<file path="src/rtl/all_registers.sv">
// all_registers: 32x64 register file with two combinational read ports and one synchronous write port
module all_registers #(
  parameter int DATA_W = 64,
  parameter int NUM_REGS = 32,
  parameter int SEL_W = 5
) (
  input  logic              clk,
  input  logic              reset,
  input  logic              write,
  input  logic [SEL_W-1:0]  sel_r1,
  input  logic [SEL_W-1:0]  sel_r2,
  input  logic [SEL_W-1:0]  sel_w,
  input  logic [DATA_W-1:0] data_in,
  output logic [DATA_W-1:0] data_out1,
  output logic [DATA_W-1:0] data_out2
);
  logic [DATA_W-1:0] regs [NUM_REGS];
  always_ff @(posedge clk)
    if (reset)
      for (int i = 0; i < NUM_REGS; i++) regs[i] <= '0;
    else if (write)
      regs[sel_w] <= data_in;
  // no bypass: a same-cycle write shows up only after the edge
  assign data_out1 = regs[sel_r1];
  assign data_out2 = regs[sel_r2];
endmodule

</file>
<file path="config.mk">
export PLATFORM = sky130hd
export DESIGN_NAME = all_registers
export DESIGN_NICKNAME = d
export VERILOG_FILES = /design/src/rtl/all_registers.sv
export SDC_FILE = /design/constraint.sdc
export NUM_CORES = 2
export LEC_CHECK = 0
export BUFFER_PORTS_ARGS = -buffer_cell sky130_fd_sc_hd__clkbuf_2
export CORE_ASPECT_RATIO = 1.4
export CORE_MARGIN = 5
export CORE_UTILIZATION = 30
export CTS_CLUSTER_DIAMETER = 60
export CTS_CLUSTER_SIZE = 40
export DETAILED_ROUTE_END_ITERATION = 16
export PLACE_DENSITY_LB_ADDON = 0.12
export SYNTH_ARGS = -nofsm -noshare
export SYNTH_HDL_FRONTEND = slang
export SYNTH_SLANG_ARGS = --single-unit
</file>
<file path="constraint.sdc">
create_clock -name clk -period 6.88 [get_ports clk]
set_input_delay 0.344 -clock clk [delete_from_list [all_inputs] [get_ports clk]]
set_output_delay 0.344 -clock clk [all_outputs]
set_load 0.01 [all_outputs]
</file>
== Word level (Yosys, flattened, before mapping) ==
Memory sizes are Yosys's and may differ from the RTL's.
Cells that the tools add are included.
Cells by class
  $add $sub $neg: 0
  multipliers: 0
  divide/modulo/power cells: 0
  order comparisons: 0
  equality and inequality tests: 0
  shift operators: 0
  mux-type cells: 8
  bitwise operators: 0
  reductions and logical operators: 1
Operators by type and width (count)
  two-way mux 64 bit: 1
  OR reduction 64 bit: 1
  two-way mux 1 bit: 6
  two-way mux 5 bit: 1
Storage, ports and cells
  bits in registers: 0
  bits in latches: 0
  bits in writable memories: 2048
  bits in read-only memories: 0
  input port bits: 82
  output and inout port bits: 128
  word-level logic and storage cells: 10
  memories kept: 1
Memory list
  regs: words 32, width 64, rd ports 2, clocked after Yosys merged registers in 0, wr ports 32, RTL line 17  | logic [DATA_W-1:0] regs [NUM_REGS];

== Logic depth before layout (Yosys ltp) ==
  depth after elaboration: 5
  mapped depth: 8
  mapped depth without buffers: 5

== Least setup slack after synthesis ==
Ideal clock, no wire load.
  path kind: in2reg
  start point: input reset
  end point: memory regs[12][0], enable pin
  library setup time: 394 ps
  data arrival time: 2107 ps
  required time: 6486 ps
  slack: 4379 ps
  stages: 6
  cells stage by stage: nand2b_1 -> or3_1 -> clkbuf_1 -> nor2_1 -> clkbuf_2 -> or2_2
RTL lines
  from (decl): RTL line 8  | input logic reset,
  to (decl): RTL line 17

== Worst setup path after layout ==
  start point: input sel_r1[3]
  end point: output data_out1[61]
On the way
  longest elaborated chain between the ends: 1
RTL lines
  from (decl): RTL line 10  | input logic [SEL_W-1:0] sel_r1,
  memory (32 x 64 bit)
  to (decl): RTL line 14  | output logic [DATA_W-1:0] data_out1,
Every way passes these cells.

==> impl_results.md <==
* Lkg Pwr at between 0.03 and 0.04 uW
* CP startpoint kind: input pin
* Slowest stage delay, CP at 0.83 ns
* Fmax at 211 MHz
* Drt via density at about 5.9
* Final period utilization at ~70%
* Largest net degree at the start of global routing at between 100 and 150
* TritonCTS buffer count at around 160
* Worst-path cell chain: clkbuf_2 > buf_4 > nand2b_1 > nand2b_4 > buf_4 > o22ai_1 > nor4_1 > clkbuf_2
* Synth warnings at 0
* Synthesized Nets at 7154
* Register bank with the most flops: regs
* Worst VDD drop at approximately 200 uV
* Sequential area share after synthesis at around 57%
* Minimum clock period at ~4.7 ns
* Cells after Synth at between 7000 and 8000
* Yosys cell types at 41
* Final HPWL DP at 304000 um
* Die Footprint at 370000 sq um
* Via count at between 60000 and 70000
* Post-Layout Cell Count at about 12000
* Global route total overflow at 0
* Clock buffer depth at 4
* Initial Utilization at between 30% and 40%
* ANT nets after route at 0
* Crit Path Class: in2out
* Ports at 210
* CTS clk-pin slew, worst paths at 0.08 ns
* Horiz. Die Dim at approximately 520 um
* Power per Cell Area at approximately 240 nW/um^2
* Worst-margin pin slew at between 1 and 1.5 ns
* Post-Syn Area per Cell at about 15 sq um
* Area growth syn-to-layout at 10.9%
* Synthesized flop and latch total at between 2000 and 2500
* Nets at between 6000 and 7000
* Drt first-iter violations at 9650
* Placed Cells at 11400
* Sum Neg Setup Slack at 0 ns
* Slowest-stage cell, CP: nor4_1
* Max FO, Critical Path at 22
* Synth Cell Area at ~110000 sq um
* DR pass1 iterations at 5
* Number of cells upsized or downsized after cts at 0
* DRC errors left at 0
* Worst min path class: in2reg
* Final Hold Vio Count at 0
* Final setup violation count at 0
* Share of cells above drive strength 1 at 24.8%
* Clock Sinks at between 2000 and 2500
* Total GRT Usage at a little over a quarter
* Max FFs per register at ~2000
* Die Span Y at between 700 and 800 um
* Status: complete, no violations
* Unrepaired setup endpoints after global routing: false
* Core region area at approximately 360000 sq um
* Total Wirelength at ~500000 um
* WP data required at 6.54 ns
* Top Registers: regs: 2048 flops
* Vias in the first global route at ~70000
* Critical Path AT at about 4.4 ns
* Max Cap Viol at 0
* Crit path capture type: output port
* Worst rel slew slack at between 4 and 5%
* Slew Viols, Final at 0
* Post-CTS setup buffers at 0
* First-pass GRT wire length at about 670000 um
* Root Driver: clkbuf_16
* TritonCTS clock tree: done
* RD Place Congestion at between 0.8 and 0.9
* Cell row count at 259
* Initial antenna violation count at 81
* WL/cell at between 40 and 50 um
* Cts hold-fix bufs at 0
* I/O Buffers at about 210
* H-tree levels at 4
## power breakdown
| part | total [uW] | internal, uW | switching (uW) |
|---|---|---|---|
| logic | 3840 | 1360 | 2480 |
| clock network | 10400 | 5020 | 5340 |
| registers | 14800 | 14400 | 382 |
| total | 29000 | 20800 | 8200 |
## final cells by class
cell class / count / area [sq um]
fill: 34200 / 237000
sequential: 2048 / 61500
multi-input combinational: 4248 / 42700
tap: 4698 / 5880
clock buffer: 175 / 4150
timing repair buffer: 436 / 3320
clock inverter: 104 / 1270
antenna: 51 / 128
inverter: 1 / 3.75
## metal layers
layer	track usage, %	wire length (um)
met1	33.2	193000
met4	13.8	31000
met2	46.9	255000
met5	0	129
met3	3.36	32800
## cell families after synthesis
| kind of cell | share of synthesized area [%] |
|---|---|
| muxes | 21.2 |
| buffers and inverters | 3.47 |
| and+or+nand+nor | 14.0 |
| DFF | 57.3 |
| AOI/OAI and AO/OA | 3.92 |
## synth_stat cells (all sizes together)
cell / n / share of area, %
or3b: 1 / 0.0082
a31oi: 2 / 0.012
a22oi: 209 / 1.5
nor3: 6 / 0.028
and2: 2055 / 12
nand3: 51 / 0.24
mux2i: 290 / 2.7
a221oi: 5 / 0.041
clkbuf: 508 / 1.8
o21ai: 5 / 0.023
o22ai: 315 / 1.8
nand2: 23 / 0.083
buf: 267 / 1.6
a21oi: 39 / 0.18
nor2b: 47 / 0.27
o31ai: 1 / 0.0070
nor2: 69 / 0.25
or2: 37 / 0.22
mux2: 32 / 0.34
nor4: 92 / 0.64
mux4: 867 / 18
nand3b: 6 / 0.042
a2111oi: 12 / 0.098
nand4: 29 / 0.17
edfxtp: 2048 / 57
inv: 1 / 0.0035
a211oi: 35 / 0.24
or3: 5 / 0.029
o311ai: 1 / 0.0082
and3: 1 / 0.0058
nand2b: 12 / 0.070
o221ai: 1 / 0.0082
## critical path, delay by kind of cell
family	cells	cell delay, ns
simple gates	3	1.99
buf+inv	4	1.83
compound gates	1	0.11
## layout by cell type, fill, tap and decap left out, drive strengths merged, types with 2 or more instances in the layout
master | netlist | layout
clkbuf | 508 | 378
and2 | 2055 | 2055
o22ai | 315 | 315
nand4 | 29 | 29
nand2b | 12 | 12
o21ai | 5 | 5
mux4 | 867 | 867
nor2 | 69 | 69
a221oi | 5 | 5
nor2b | 47 | 47
a31oi | 2 | 2
clkinvlp | 0 | 14
nand3 | 51 | 51
a22oi | 209 | 209
nand2 | 23 | 23
edfxtp | 2048 | 2048
mux2 | 32 | 32
inv | 1 | 41
clkinv | 0 | 38
a211oi | 35 | 35
buf | 267 | 233
diode | 0 | 51
a21oi | 39 | 39
nor3 | 6 | 6
nand3b | 6 | 6
or3 | 5 | 5
bufinv | 0 | 12
or2 | 37 | 37
a2111oi | 12 | 12
nor4 | 92 | 92
mux2i | 290 | 290
## metrics by stage
step	setup slack [ns]	area, sq um	power (uW)	hold WS, ns	utilization [%]
6_report	2.13	119000	29000	0.164	33.4
5_1_grt	2.13	119000	29700	0.200	33.4
4_1_cts	2.16	119000	29100	0.121	33.4
3_5_place_dp	2.17	113000	18900	1.07	31.9
3_3_place_gp	2.14	113000	18900	1.06	31.9
2_1_floorplan	4.38	107000	17000	0.542	-
## worst paths after layout
path	startpoint	endpoint	cells after the start
worst max-delay path	sel_r1[3]	data_out1[61]	8
worst min-delay path	data_in[63]	regs[27][63]	2
Power figures use the tool's default switching activity.
